`src/rtl/mem_dma_pkg.sv`:
```
// Shared types and constants for the memory burst DMA: FSM states, latched command
// and the per-beat byte-count helper.
package mem_dma_pkg;

  localparam int ADDR_W     = 32;
  localparam int LEN_W      = 16;
  localparam int BEAT_BYTES = 16;
  localparam int DATA_W     = 8 * BEAT_BYTES;

  typedef enum logic [1:0] {
    IDLE = 2'd0,
    RD   = 2'd1,
    WR   = 2'd2,
    FIN  = 2'd3
  } dma_state_t;

  typedef struct packed {
    logic [ADDR_W-1:0] addr;
    logic [LEN_W-1:0]  len;
    logic              write;
  } dma_cmd_t;

  // Bytes carried by the next beat: a full beat, or whatever remains.
  function automatic logic [4:0] beat_ctrl(input logic [LEN_W-1:0] rem);
    return (rem >= LEN_W'(BEAT_BYTES)) ? 5'(BEAT_BYTES) : rem[4:0];
  endfunction

endpackage

```
`src/rtl/mem_dma_out_reg.sv`:
```
// Single-entry valid/ready holding register for read beats; a load is only
// requested by the parent when the entry is empty or draining this cycle.
module mem_dma_out_reg
  import mem_dma_pkg::*;
(
  input  logic              clk,
  input  logic              rst,
  input  logic              i_load,
  input  logic [DATA_W-1:0] i_data,
  input  logic [4:0]        i_bytes,
  input  logic              i_last,
  input  logic              i_ready,
  output logic              o_valid,
  output logic [DATA_W-1:0] o_data,
  output logic [4:0]        o_bytes,
  output logic              o_last
);

  logic              r_valid;
  logic [DATA_W-1:0] r_data;
  logic [4:0]        r_bytes;
  logic              r_last;

  always_ff @(posedge clk) begin
    if (rst) begin
      r_valid <= 1'b0;
      r_data  <= '0;
      r_bytes <= '0;
      r_last  <= 1'b0;
    end else if (i_load) begin
      r_valid <= 1'b1;
      r_data  <= i_data;
      r_bytes <= i_bytes;
      r_last  <= i_last;
    end else if (r_valid && i_ready) begin
      r_valid <= 1'b0;
      r_last  <= 1'b0;
    end
  end

  assign o_valid = r_valid;
  assign o_data  = r_data;
  assign o_bytes = r_bytes;
  assign o_last  = r_last;

endmodule

```
`src/rtl/mem_burst_dma.sv`:
```
// Burst master: splits one (addr, len, dir) command into <=16-byte beats on the
// memory port, streaming read beats out and write beats in over valid/ready.
module mem_burst_dma
  import mem_dma_pkg::*;
(
  input  logic              clk,
  input  logic              rst,
  input  logic              cmd_valid,
  output logic              cmd_ready,
  input  logic              cmd_write,
  input  logic [ADDR_W-1:0] cmd_addr,
  input  logic [LEN_W-1:0]  cmd_len,
  output logic              rd_valid,
  input  logic              rd_ready,
  output logic [DATA_W-1:0] rd_data,
  output logic [4:0]        rd_bytes,
  output logic              rd_last,
  input  logic              wr_valid,
  output logic              wr_ready,
  input  logic [DATA_W-1:0] wr_data,
  output logic              busy,
  output logic              done,
  output logic              interface_en,
  output logic              interface_rdwr,
  output logic [ADDR_W-1:0] interface_addr,
  output logic [4:0]        interface_control,
  output logic [DATA_W-1:0] interface_wr_data,
  input  logic [DATA_W-1:0] interface_rd_data
);

  dma_state_t        r_state;
  dma_cmd_t          r_cmd;
  logic [4:0]        w_ctrl;
  logic              w_out_valid;
  logic              w_rd_issue;
  logic              w_wr_hs;
  logic              w_beat;
  logic [DATA_W-1:0] w_rd_masked;

  assign w_ctrl = beat_ctrl(r_cmd.len);

  // A read beat is issued only when the output register can take it this edge.
  assign w_rd_issue = (r_state == RD) && (r_cmd.len != '0) && (!w_out_valid || rd_ready);
  assign wr_ready   = (r_state == WR) && (r_cmd.len != '0);
  assign w_wr_hs    = wr_ready && wr_valid;
  assign w_beat     = w_rd_issue || w_wr_hs;

  assign interface_en      = w_beat;
  assign interface_rdwr    = w_beat && r_cmd.write;
  assign interface_addr    = w_beat ? r_cmd.addr : '0;
  assign interface_control = w_beat ? w_ctrl : '0;
  assign interface_wr_data = w_wr_hs ? wr_data : '0;

  assign cmd_ready = (r_state == IDLE);
  assign busy      = (r_state == RD) || (r_state == WR);
  assign done      = (r_state == FIN);

  genvar gi;
  generate
    for (gi = 0; gi < BEAT_BYTES; gi++) begin : g_mask
      assign w_rd_masked[8*gi +: 8] = (5'(gi) < w_ctrl) ? interface_rd_data[8*gi +: 8] : 8'h00;
    end
  endgenerate

  always_ff @(posedge clk) begin
    if (rst) begin
      r_state <= IDLE;
      r_cmd   <= '0;
    end else begin
      unique case (r_state)
        IDLE: if (cmd_valid) begin
          r_cmd <= '{addr: cmd_addr, len: cmd_len, write: cmd_write};
          if (cmd_len == '0)  r_state <= FIN;
          else if (cmd_write) r_state <= WR;
          else                r_state <= RD;
        end
        RD:  if ((r_cmd.len == '0) && w_out_valid && rd_ready) r_state <= FIN;
        WR:  if (w_wr_hs && (r_cmd.len == LEN_W'(w_ctrl)))     r_state <= FIN;
        FIN: r_state <= IDLE;
        default: r_state <= IDLE;
      endcase
      if (w_beat) begin
        r_cmd.addr <= r_cmd.addr + ADDR_W'(w_ctrl);
        r_cmd.len  <= r_cmd.len - LEN_W'(w_ctrl);
      end
    end
  end

  mem_dma_out_reg u_out_reg (
    .clk     (clk),
    .rst     (rst),
    .i_load  (w_rd_issue),
    .i_data  (w_rd_masked),
    .i_bytes (w_ctrl),
    .i_last  (r_cmd.len == LEN_W'(w_ctrl)),
    .i_ready (rd_ready),
    .o_valid (w_out_valid),
    .o_data  (rd_data),
    .o_bytes (rd_bytes),
    .o_last  (rd_last)
  );

  assign rd_valid = w_out_valid;

endmodule
```
`config.mk`:
```
export PLATFORM = sky130hd
export DESIGN_NAME = mem_burst_dma
export DESIGN_NICKNAME = d
export VERILOG_FILES = /design/src/rtl/mem_dma_pkg.sv /design/src/rtl/mem_dma_out_reg.sv /design/src/rtl/mem_burst_dma.sv
export SDC_FILE = /design/constraint.sdc
export NUM_CORES = 1
export LEC_CHECK = 0
export ABC_AREA = 1
export CORE_AREA = 10 10 230 232
export DETAILED_ROUTE_END_ITERATION = 10
export DIE_AREA = 0 0 240 242
export GPL_ROUTABILITY_DRIVEN = 0
export GPL_TIMING_DRIVEN = 0
export PLACE_DENSITY = 0.6
export SYNTH_ARGS = -nofsm -noshare
export SYNTH_HDL_FRONTEND = slang
export SYNTH_SLANG_ARGS = --single-unit
export TNS_END_PERCENT = 5
```
`constraint.sdc`:
```
create_clock -name clk -period 3.98 [get_ports clk]
set_input_delay 0.995 -clock clk [delete_from_list [all_inputs] [get_ports clk]]
set_output_delay 0.995 -clock clk [all_outputs]
set_load 0.05 [all_outputs]
```
==> reports/metrics.cfg, run 1 <==
[run_status]
status=finished, violations left
violations=setup timing

[sta]
slew_violations=0
clock_skew_ns=0.0177
worstMarginPinSlew_ns=0.927
rsz0062_at_grt=true
setup_ws_ns=-0.0582
max_freq_mhz=248
min_period_ns=4.04
hold_violations=0
tns_ns=-0.704
setup_viol=34
period_share_pct=101
timing.slew.headroom_pct=38.2

[synth]
synth-seq-cells=186
synth_common_cells=322 x nand2_1, 256 x nor2_1, 214 x inv_1, 186 x dfxtp_1, 153 x a21oi_1
ys_warn_count=0
yosysSeqAreaShare_pct=37.8
synth_area_sq_um=9840
synth_area_leaders=dfxtp_1 38%, nand2_1 12%, nor2_1 9.8%
synth-xor-area-share_pct=1.78
synth.most_common_cell=nand2_1
syn_area_per_cell_sq_um=6.46
synth_compound_gate_area_share_pct=14.3
synth_edf_count=0
synth-main-ff-cell=dfxtp_1
syn-num-nets=1846
synth-simple-area-share_pct=32.2
synth_top_family_by_area=simple AND/OR/NAND/NOR gates
synth_cell_type_count=43
netlist_instances=1524
synth.area.mux_share_pct=0
synth_top_area_cell=dfxtp_1
synth_top_area_share_pct=37.8
synth-adder-area-share_pct=1.60
async_flop_share_pct=0

[die]
rows=81
die_height_um=242
ios=616
start_util_pct=20.3
die_x_um=240
placeableCoreArea_sq_um=48400
die_area_sq_um=58100

[clocking]
cts_tree=done
clk_pin_slew_ns=0.07
htree_levels=4
cts_root_buffer=clkbuf_16
cts-buffers-inserted=17
postCtsHoldBufs=0
clock_sinks=186
clockBufferDepth=2
clk_latency_ns=0.49

[pwr]
peakVddDrop_mv=0.289
power.density_nw_per_um2=762
leakage_nw=7.30

[global_route]
grt_pass1_vias=12700
grt-ovfl-total=0
grt_pass1_wl_um=86400
grt_use_total_pct=20.4
grt_max_degree=20
antenna_found_initial=31

[job]
maxCapViolCount=0

[worst_setup_path]
cp_slowest_cell=clkdlybuf4s50_1
endpoint_kind=output port
ff2ff_path_depth=18
critical_path_class=in -> out
slowest_delay_ns=0.66
cp.arrival_ns=3.04
cp_cell_sequence=clkdlybuf4s50_1, nand3_4, buf_4, clkbuf_2, nor2_1, dlygate4sd2_1
path_max_fanout=10
critPathRequiredTime_ns=2.98
start_kind=primary input

[placed_design]
hpwl_um=52300
dpl_cell_area_sq_um=16800
io_buffers=614
dp.cells=2760

[route]
drc=0
detail_route.wl_per_cell_um=22.2
totalWireLength_um=62200
num_vias=12900
vias_per_cell=4.59
drtPass1Iterations=8
drt_iter0_drc=793
ant_nets=0

[final_layout]
final_cells=2805
multi_input_area_sq_um=4920
nFillCells=5210
final_nets=2479
seq_area_sq_um=3720
postLayoutCellArea_sq_um=17200
layout-drive-gt1-share_pct=10.1
area_growth_pct=74.9

[worst_hold_path]
min_path_type=reg -> reg
hold_depth=2

cells by family after synthesis:
family,count (synthesis)
simple gates,751
flops,186
xor+xnor,20
compound gates,251
other cells,1
fa+ha+maj,12
buf+inv,303
per-layer routing:
metal  vias to the layer above  wire length (um)  track usage, %
met3                       127              5920            7.71
met1                      5961             22100            20.2
met5                         -                93               0
met2                       641             31500            36.7
met4                        14              2550            9.66
li1                       6124                 -               -
path summary, 6_finish.rpt:
path                                from                     end  slack [ns]
hold / removal     r_cmd[0]$_SDFFE_PP0P_   r_cmd[0]$_SDFFE_PP0P_        0.46
hold reg to reg    r_cmd[0]$_SDFFE_PP0P_   r_cmd[0]$_SDFFE_PP0P_        0.46
setup reg to reg  r_cmd[11]$_SDFFE_PP0P_  r_cmd[37]$_SDFFE_PP0P_        0.40
setup / recovery                wr_valid   interface_wr_data[27]       -0.06
sequential cells by signal, summed over array words and instances, names as in the netlist:
signal             flops
r_state                2
u_out_reg.o_bytes      5
u_out_reg.o_last       1
r_cmd                 49
u_out_reg.o_valid      1
u_out_reg.o_data     128
cell type report:
type / count / share of cell area [%]
clock inverter: 13 / 0.872
sequential: 186 / 21.6
clock buffer: 19 / 2.63
multi-input combinational: 1035 / 28.6
inverter: 222 / 4.85
timing repair buffer: 614 / 34.3
tap: 622 / 4.52
buffer: 81 / 2.38
antenna: 13 / 0.189
report_power, final:
group          total [mW]  leakage [nW]  internal [mW]  switching, mW
registers            2.80          1.52           2.40          0.394
clock network        1.78         0.292          0.876          0.905
logic                8.54          5.49           2.46           6.08
total                13.1          7.30           5.74           7.38
layout by cell type, fill, tap and decap left out, types with 6 or more instances in the layout:
cell             netlist  routed
clkbuf_2               0      16
o211ai_1               8       8
a21oi_1              153     153
nand3_1              114     114
buf_1                  9       7
nor3_1                16      16
ha_1                  11      11
inv_2                  6       6
nor4_1                 8       8
xor2_1                20      20
buf_4                  4      13
nand4_1               13      13
dlygate4sd2_1          0      58
clkbuf_4               0      27
o21ai_0               28      28
a31oi_1               25      25
dfxtp_1              186     186
nor2_1               256     255
diode_2                0      13
buf_2                 29      48
clkdlybuf4s15_2        0      48
nand2_1              322     321
a22oi_1               23      23
inv_1                214     214
clkdlybuf4s50_1        0     446
clkbuf_16              0      17
clkbuf_1              36      26
through the flow:
step                hold WS (ns)  power, mW  utilization [%]  worst slack (ns)
global route               0.484       13.9             35.5           -0.0507
finish                     0.464       13.1             35.5           -0.0582
detailed placement         0.456       11.5             34.6            -0.936
CTS                        0.468       13.2             35.4            -0.107
global placement           0.450       11.4             34.6            -0.986
floorplan                  0.430       8.25                -             0.180
timing repair:
action                                  4_1_cts  5_1_grt
hold endpoints to repair                      0        0
buffers inserted                              0        0
endpoints found under the setup margin      168      148
resized for setup                           484       68
critical path, delay by kind of cell:
kind / cells / cell delay [ns]
AND/OR/NAND/NOR: 2 / 0.33
buffers and inverters: 4 / 1.71
No activity file was read; power rests on OpenSTA's default activity.
==> run 2, diff against run 1 <==
--- a/config.mk
+++ b/config.mk
@@ -7,6 +7,7 @@
 export LEC_CHECK = 0
 export ABC_AREA = 1
 export CORE_AREA = 10 10 230 232
+export CTS_BUF_LIST = sky130_fd_sc_hd__clkbuf_8
 export DETAILED_ROUTE_END_ITERATION = 10
 export DIE_AREA = 0 0 240 242
 export GPL_ROUTABILITY_DRIVEN = 0
==> constraint.sdc (replaced) <==
create_clock -name clk -period 4.8 [get_ports clk]
set_input_delay 1.2 -clock clk [delete_from_list [all_inputs] [get_ports clk]]
set_output_delay 1.2 -clock clk [all_outputs]
set_load 0.05 [all_outputs]
==> reports/metrics.cfg, run 2 (synthesis results as in run 1) <==
[run_status]
status=finished, final reports clean

[worst_setup_path]
critPathRequiredTime_ns=3.60  ; +0.62 ns
r2r-end=r_cmd[37]$_SDFFE_PP0P_
timing.reg2reg.setup_slack_ns=1.20  ; +0.80 ns
crit_start=wr_valid
path_max_fanout=10  ; unchanged
crit_path_end=interface_wr_data[93]
critical_path_class=in -> out
cp.arrival_ns=3.58  ; +0.54 ns
endpoint_kind=output port
ff2ff_path_depth=18  ; unchanged
start_kind=primary input
r2r_start=r_cmd[11]$_SDFFE_PP0P_

[die]
die_x_um=240  ; unchanged
start_util_pct=20.3  ; unchanged
placeableCoreArea_sq_um=48400  ; unchanged
ios=616  ; unchanged
rows=81  ; unchanged
die_area_sq_um=58100  ; unchanged
die_height_um=242  ; unchanged

[final_layout]
area_growth_pct=73.2
final_nets=2479  ; unchanged
layout-drive-gt1-share_pct=5.07  ; -5.0 points
final_common_cell=clkdlybuf4s50_1
largest_reg_flops=128  ; unchanged
final_cells=2807  ; +0.071%
mostFrequentLayoutCells=455 x clkdlybuf4s50_1, 322 x nand2_1, 255 x nor2_1

[worst_hold_path]
hold_depth=2  ; unchanged
min_path_type=reg -> reg
worstHoldStart=u_out_reg.o_data[9]$_SDFFE_PP0P_

[sta]
rsz0062_at_grt=true
setup_viol=0  ; -100%
period_share_pct=99.6
worstMarginPinSlew_ns=0.980  ; +0.0524 ns
max_freq_mhz=209
timing.slew.headroom_pct=34.7  ; -3.5 points
slew_violations=0  ; unchanged
min_period_ns=4.78
tns_ns=0  ; +0.704 ns
clock_skew_ns=0.0269  ; +0.00924 ns
hold_violations=0  ; unchanged
hold_slack_ns=0.471  ; +0.00672 ns

[clocking]
cts_root_buffer=clkbuf_8
htree_levels=4  ; unchanged
clock_sinks=186  ; unchanged
cts-buffers-inserted=17  ; unchanged
clockBufferDepth=2  ; unchanged
clk_latency_ns=0.56  ; +0.07 ns
postCtsHoldBufs=0  ; unchanged
cts_tree=done
clk_pin_slew_ns=0.11  ; +0.04 ns

[route]
vias_per_cell=4.57  ; -0.48%
drc=0  ; unchanged
totalWireLength_um=62200  ; about the same
drtPass1Iterations=5  ; -3
drt_iter0_drc=867  ; +9.3%
ant_nets=0  ; unchanged
num_vias=12800  ; -0.40%
detail_route.wl_per_cell_um=22.2  ; about the same

[pwr]
peakVddDrop_mv=0.230  ; -20%
pwr-share-clk_pct=10.7  ; -2.9 points
seq_power_share_pct=22.2  ; +0.9 points
internal_power_mw=4.41  ; -23%
power.density_nw_per_um2=614  ; -19%
swShare_pct=57.9  ; +1.6 points
p_sw_mw=6.06  ; -18%
p_comb_share_pct=67.1  ; +2.0 points
p_total_mw=10.5  ; -20%
leakage_nw=7.47  ; +2.4%

[global_route]
antenna_found_initial=33  ; +6.5%
grt_use_total_pct=20.3  ; -0.086 points
grt-ovfl-total=0  ; unchanged
grt_max_degree=20  ; unchanged
grt_pass1_wl_um=86000  ; -0.47%
grt_pass1_vias=12700  ; -0.54%

[placed_design]
io_buffers=614  ; unchanged
hpwl_um=52300  ; unchanged
dp.cells=2760  ; unchanged

[job]
maxCapViolCount=0  ; unchanged

-- run 2: cell type report --
type / count / area [sq um]
clock inverters: 13 / 150
diodes: 15 / 37.5
well taps: 622 / 778
plain buffers: 81 / 379
flip-flops and latches: 186 / 3720
inverters: 222 / 836
fillers: 5238 / 31400
repair buffers: 614 / 5970
clock buffers: 19 / 262
multi-input cells: 1035 / 4910
-- run 2: through the flow --
| stage | utilization (%) | setup slack, ns | area [sq um] |
|---|---|---|---|
| 6_report | 35.2 | 0.0187 | 17000 |
| 5_1_grt | 35.2 | -0.0222 | 17000 |
| 4_1_cts | 35.1 | -0.00352 | 17000 |
| 3_5_place_dp | 34.6 | -0.526 | 16800 |
| 3_3_place_gp | 34.6 | -0.576 | 16800 |
| 2_1_floorplan | - | 0.590 | 9840 |
-- run 2: power groups by stage --
stage               combinational (mW)  clock (mW)  sequential, mW
floorplan                         3.56           0            3.28
global placement                  7.14           0            2.33
detailed placement                7.19           0            2.34
CTS                               7.07        1.16            2.31
global route                      7.52        1.20            2.37
finish                            7.03        1.12            2.32
-- run 2: worst min-delay path by stage --
stage	to	slack (ns)
2_1_floorplan	r_cmd[0]$_SDFFE_PP0P_	0.43
4_1_cts	u_out_reg.o_data[115]$_SDFFE_PP0P_	0.47
5_1_grt	u_out_reg.o_data[58]$_SDFFE_PP0P_	0.49
6_report	u_out_reg.o_data[9]$_SDFFE_PP0P_	0.47
3_5_place_dp	u_out_reg.o_data[2]$_SDFFE_PP0P_	0.46
3_3_place_gp	r_cmd[0]$_SDFFE_PP0P_	0.45
-- run 2: what timing repair did --
action | 4_1_cts | 5_1_grt
buffers inserted | 0 | 0
gates resized for setup | 185 | 10
endpoints found under the setup margin | 155 | 11
-- run 2: critical path, stage by stage --
cell and delay [ns]:
clkdlybuf4s50_1 0.61, nand3_2 0.31, clkbuf_2 0.34, clkbuf_1 0.27, nor2_1 0.28, clkdlybuf4s15_1 0.56
-- run 2: metal layers --
layer / GRT usage [%] / wire length (um) / vias to the layer above
met5: 0 / 87 / -
met4: 10.3 / 2720 / 14
met3: 6.79 / 5560 / 125
met2: 36.7 / 31500 / 640
met1: 20.3 / 22300 / 5916
li1: - / - / 6120
